[src/rtl/req_pending_tracker.sv]
// Per-client pending-request counters that feed the priority arbiter's level req bus.
// Optional STARVE_DETECT_EN adds per-client age counters that drive the starve flags.
module req_pending_tracker #(
  parameter int WIDTH        = 3,
  parameter int MAX_PEND     = 3,
  parameter int CNT_W        = 2,
  parameter int STARVE_LIMIT = 8
) (
  input  logic             clk,
  input  logic             reset,
  input  logic [WIDTH-1:0] req_pulse,
  input  logic [WIDTH-1:0] grant,
  input  logic             ovf_clr,
  output logic [WIDTH-1:0] req,
  output logic [WIDTH-1:0] overflow,
  output logic             spurious,
  output logic [WIDTH-1:0] starve
);

  localparam logic [CNT_W-1:0] MAX_CNT = CNT_W'(MAX_PEND);
  localparam logic [CNT_W-1:0] ONE_CNT = CNT_W'(1);

  logic [CNT_W-1:0] pend_cnt_q [WIDTH];
  logic [CNT_W-1:0] pend_cnt_d [WIDTH];
  logic [WIDTH-1:0] overflow_q, overflow_d;
  logic             spurious_q, spurious_d;

  always_comb begin
    spurious_d = 1'b0;
    // clear first so a same-cycle overflow event below wins
    overflow_d = overflow_q & ~{WIDTH{ovf_clr}};
    for (int i = 0; i < WIDTH; i++) begin
      pend_cnt_d[i] = pend_cnt_q[i];
      case ({req_pulse[i], grant[i]})
        2'b10: begin
          if (pend_cnt_q[i] >= MAX_CNT) overflow_d[i] = 1'b1;
          else                          pend_cnt_d[i] = pend_cnt_q[i] + ONE_CNT;
        end
        2'b01: begin
          if (pend_cnt_q[i] == '0) spurious_d    = 1'b1;
          else                     pend_cnt_d[i] = pend_cnt_q[i] - ONE_CNT;
        end
        2'b11: begin
          // strobe accepted, grant retired nothing: count only moves off zero
          if (pend_cnt_q[i] == '0) begin
            pend_cnt_d[i] = ONE_CNT;
            spurious_d    = 1'b1;
          end
        end
        default: ;
      endcase
    end
  end

  always_ff @(posedge clk) begin
    if (reset) begin
      for (int i = 0; i < WIDTH; i++) pend_cnt_q[i] <= '0;
      overflow_q <= '0;
      spurious_q <= 1'b0;
    end else begin
      for (int i = 0; i < WIDTH; i++) pend_cnt_q[i] <= pend_cnt_d[i];
      overflow_q <= overflow_d;
      spurious_q <= spurious_d;
    end
  end

  always_comb begin
    req = '0;
    for (int i = 0; i < WIDTH; i++) req[i] = (pend_cnt_q[i] != '0);
  end

  assign overflow = overflow_q;
  assign spurious = spurious_q;

`ifdef STARVE_DETECT_EN
  localparam int             AGE_W   = $clog2(STARVE_LIMIT + 1);
  localparam logic [AGE_W-1:0] AGE_MAX = AGE_W'(STARVE_LIMIT);

  logic [AGE_W-1:0] age_q [WIDTH];
  logic [AGE_W-1:0] age_d [WIDTH];

  always_comb begin
    for (int i = 0; i < WIDTH; i++) begin
      age_d[i] = age_q[i];
      if (grant[i] || (pend_cnt_q[i] == '0)) age_d[i] = '0;
      else if (age_q[i] < AGE_MAX)           age_d[i] = age_q[i] + AGE_W'(1);
    end
  end

  always_ff @(posedge clk) begin
    if (reset) begin
      for (int i = 0; i < WIDTH; i++) age_q[i] <= '0;
    end else begin
      for (int i = 0; i < WIDTH; i++) age_q[i] <= age_d[i];
    end
  end

  always_comb begin
    starve = '0;
    for (int i = 0; i < WIDTH; i++) starve[i] = (age_q[i] == AGE_MAX);
  end
`else
  assign starve = '0;
`endif

endmodule

[config.mk]
export PLATFORM = sky130hd
export DESIGN_NAME = req_pending_tracker
export DESIGN_NICKNAME = d
export VERILOG_FILES = /design/src/rtl/req_pending_tracker.sv
export SDC_FILE = /design/constraint.sdc
export NUM_CORES = 1
export LEC_CHECK = 0
export ABC_AREA = 0
export CAP_MARGIN = 20
export CORE_AREA = 2 2 39 41
export DETAILED_ROUTE_END_ITERATION = 16
export DIE_AREA = 0 0 41 43
export PLACE_DENSITY = 0.72
export SLEW_MARGIN = 20
export SYNTH_ARGS = -nofsm -noshare
export SYNTH_HDL_FRONTEND = slang
export SYNTH_SLANG_ARGS = --single-unit
[constraint.sdc]
create_clock -name clk -period 2.1 [get_ports clk]
set_clock_uncertainty 0.2 [all_clocks]
set_input_delay 0.315 -clock clk [delete_from_list [all_inputs] [get_ports clk]]
set_output_delay 0.315 -clock clk [all_outputs]
set_load 0.02 [all_outputs]
==> run summary <==
DIE WIDTH: 41 um
port bufs: 15
die area: 1760 um^2
Max Slew Vio Count: 0
synth unique cells: 23
Max stage delay cell, worst path: clkdlybuf4s50_1
routed vias: 468
WP buf/inv: 1
Post-DRT Antenna Nets: 0
WL final: 933 um
Post-CTS Resized: 0
share of cells above drive strength 1: 9.88%
Remaining DRCs: 0
Reg clk slew, reported paths: 0.06 ns
Hold Buf Count CTS: 0
Reg2Reg Setup Slack: 0.83 ns
Period minus WS final: 1.94 ns
met2 Track Usage GR: 16.6%
final critical-path share of the clock period: 92.5%
max incr delay on CP: 0.60 ns
Yosys reg bits: 10
row cnt: 14
Final TNS setup: 0 ns
required time worst endpoint: 1.58 ns
dominant synthesized flop cell: dfxtp_1
TritonCTS buffer count: 3
# IOs: 19
Avg Inst Size Synth: 8.29 um^2
# clock sinks: 10
largest family of logic cells by synthesized area: simple AND/OR/NAND/NOR gates
Vias/cell: 4.82
Final nets: 92
Async S/R FF share, synth: 0%
Design Area, Final: 711 um^2
register area share after synthesis: 37.7%
Core Area: 1380 um^2
Post-Synth XOR/XNOR Area: 0%
placed cells: 94
maxcap violations: 0
compound-cell area share of the yosys netlist: 21.7%
static leakage: 0.293 nW
WP data arrival: 1.43 ns
total global-route track usage: 13.3%
Cell Area, Placed: 688 um^2
EDFF count, synth: 0
Final Non-Filler Cells: 97
Max rail drop VDD: 0.402 mV
worst skew pair latency: 0.25 ns
M1 GR Usage: 20.0%
RSZ-0062 raised after global routing: no
CP Capture Type: primary output
Fmax achieved: 515 MHz
status: completed
startpoint types: register
ant diodes: 0
initial antenna violation count: 0
GR Layer Usage met3: 3.14%
Mapped Area: 531 um^2
Pre-antenna DRT Iters: 2
Clock Tree Root: clkbuf_4
depth of the CTS H-tree: 1
CTS tree: yes
dpl hpwl: 712 um
busiest grt layer: met1
Iter 0 DRT Violations: 4
worst hold path type: reg -> reg
Synth Area in Adders: 0%
post-synthesis mux area share: 0%
Area Overhead vs Synth: 34.0%
vias in the first global route: 407
cell count after synthesis: 64
gr ovfl total: 0
Worst Path Class, Setup: reg -> out
Pwr Density: 608 nW/um^2
Yosys warning count: 0
# fillers: 142
worst-path fanout max: 8
Routed WL per cell: 9.62 um
first-pass GRT wire length: 1630 um
Initial Utilization: 38.3%
Cell Chain, Critical Path: or2_1 > clkdlybuf4s50_1
gpl congestion: 0.704
CTS max path bufs: 2
Post-CTS Setup Bufs: 0
Final Setup Violations: 0
CP delay by family, top: buffers and inverters
post-synthesis simple-gate area fraction: 31.8%
Die H: 43 um
largest net degree at the start of global routing: 9
Hold Vio Cnt, Final: 0
## through the flow
step	worst slack [ns]	hold slack [ns]	total power, mW	util (%)
2_1_floorplan	0.863	0.251	0.274	-
5_1_grt	0.0379	0.327	0.460	51.4
3_3_place_gp	0.403	0.274	0.314	49.7
4_1_cts	0.146	0.301	0.438	51.4
6_report	0.157	0.294	0.432	51.4
3_5_place_dp	0.407	0.276	0.315	49.7
## cell usage after synthesis (2+ instances only)
cell type / count / share of area [%]
a21oi_1: 8 / 7.5
a32oi_1: 3 / 5.0
and3b_2: 2 / 3.8
and4b_1: 2 / 3.8
buf_4: 3 / 4.2
dfxtp_1: 10 / 38
inv_1: 4 / 2.8
nand2_1: 2 / 1.4
nor2_1: 6 / 4.2
nor2b_1: 3 / 3.5
nor3_1: 2 / 1.9
nor4_2: 2 / 4.7
o21a_1: 2 / 2.8
o21ai_0: 5 / 4.7
or2_1: 2 / 2.4
## cells in the final DEF (no fill, tap or decap)
cell type and count:
nor2_1 6, conb_1 3, a32oi_1 3, buf_4 1
nor3_1 2, clkbuf_4 3, clkdlybuf4s50_1 15, or3_1 1
o21a_1 2, nand3_1 1, and4b_1 2, o21ai_0 5
a21oi_1 8, nand2_1 2, dfxtp_1 10, nor2b_1 3
and3_1 1, or3b_1 1, nand2b_1 1, and3b_2 2
nor4_2 2, o22a_1 1, or2_1 2, inv_1 4
## where the power goes
group | total [mW] | switching, mW | leakage [nW] | internal, mW
registers | 0.211 | 0.0114 | 0.0819 | 0.200
logic | 0.0988 | 0.0472 | 0.197 | 0.0516
clock network | 0.122 | 0.0565 | 0.0138 | 0.0657
total | 0.432 | 0.115 | 0.293 | 0.317
## kinds of logic after synthesis
logic type / count (synthesis)
compound gates: 19
buf+inv: 8
flops: 10
other cells: 1
simple gates: 26
## state kept, by name, indices dropped and copies added (netlist names)
name / flops
overflow: 3
pend_cnt_q: 6
spurious: 1
## tightest hold or removal path: stages (launching register included)
cell and delay [ns]:
dfxtp_1 0.33, a32oi_1 0.05, nor2_1 0.08
## worst paths after layout
path                                       from                            end  cells past startpoint
hold / removal           overflow[0]$_SDFF_PP0_         overflow[0]$_SDFF_PP0_                      2
setup reg to reg  pend_cnt_q[0][2]$_SDFFE_PP0P_  pend_cnt_q[0][2]$_SDFFE_PP0P_                      3
hold reg to reg          overflow[0]$_SDFF_PP0_         overflow[0]$_SDFF_PP0_                      2
setup / recovery  pend_cnt_q[0][2]$_SDFFE_PP0P_                         req[1]                      2
## layer usage
layer  part of all wire [%]  up-vias
met5                      0        -
met1                     52      193
li1                       -      258
met3                    6.9        2
met4                   0.54        0
met2                     40       15
## final cells by class
class                      count  area, um^2  share of cell area [%]
multi-input combinational     48         295                    41.5
tap                           16        20.0                    2.82
timing repair buffer          16         158                    22.2
clock buffer                   3        22.5                    3.17
sequential                    10         200                    28.2
inverter                       4        15.0                    2.11
(Power assumes the default switching activity.)
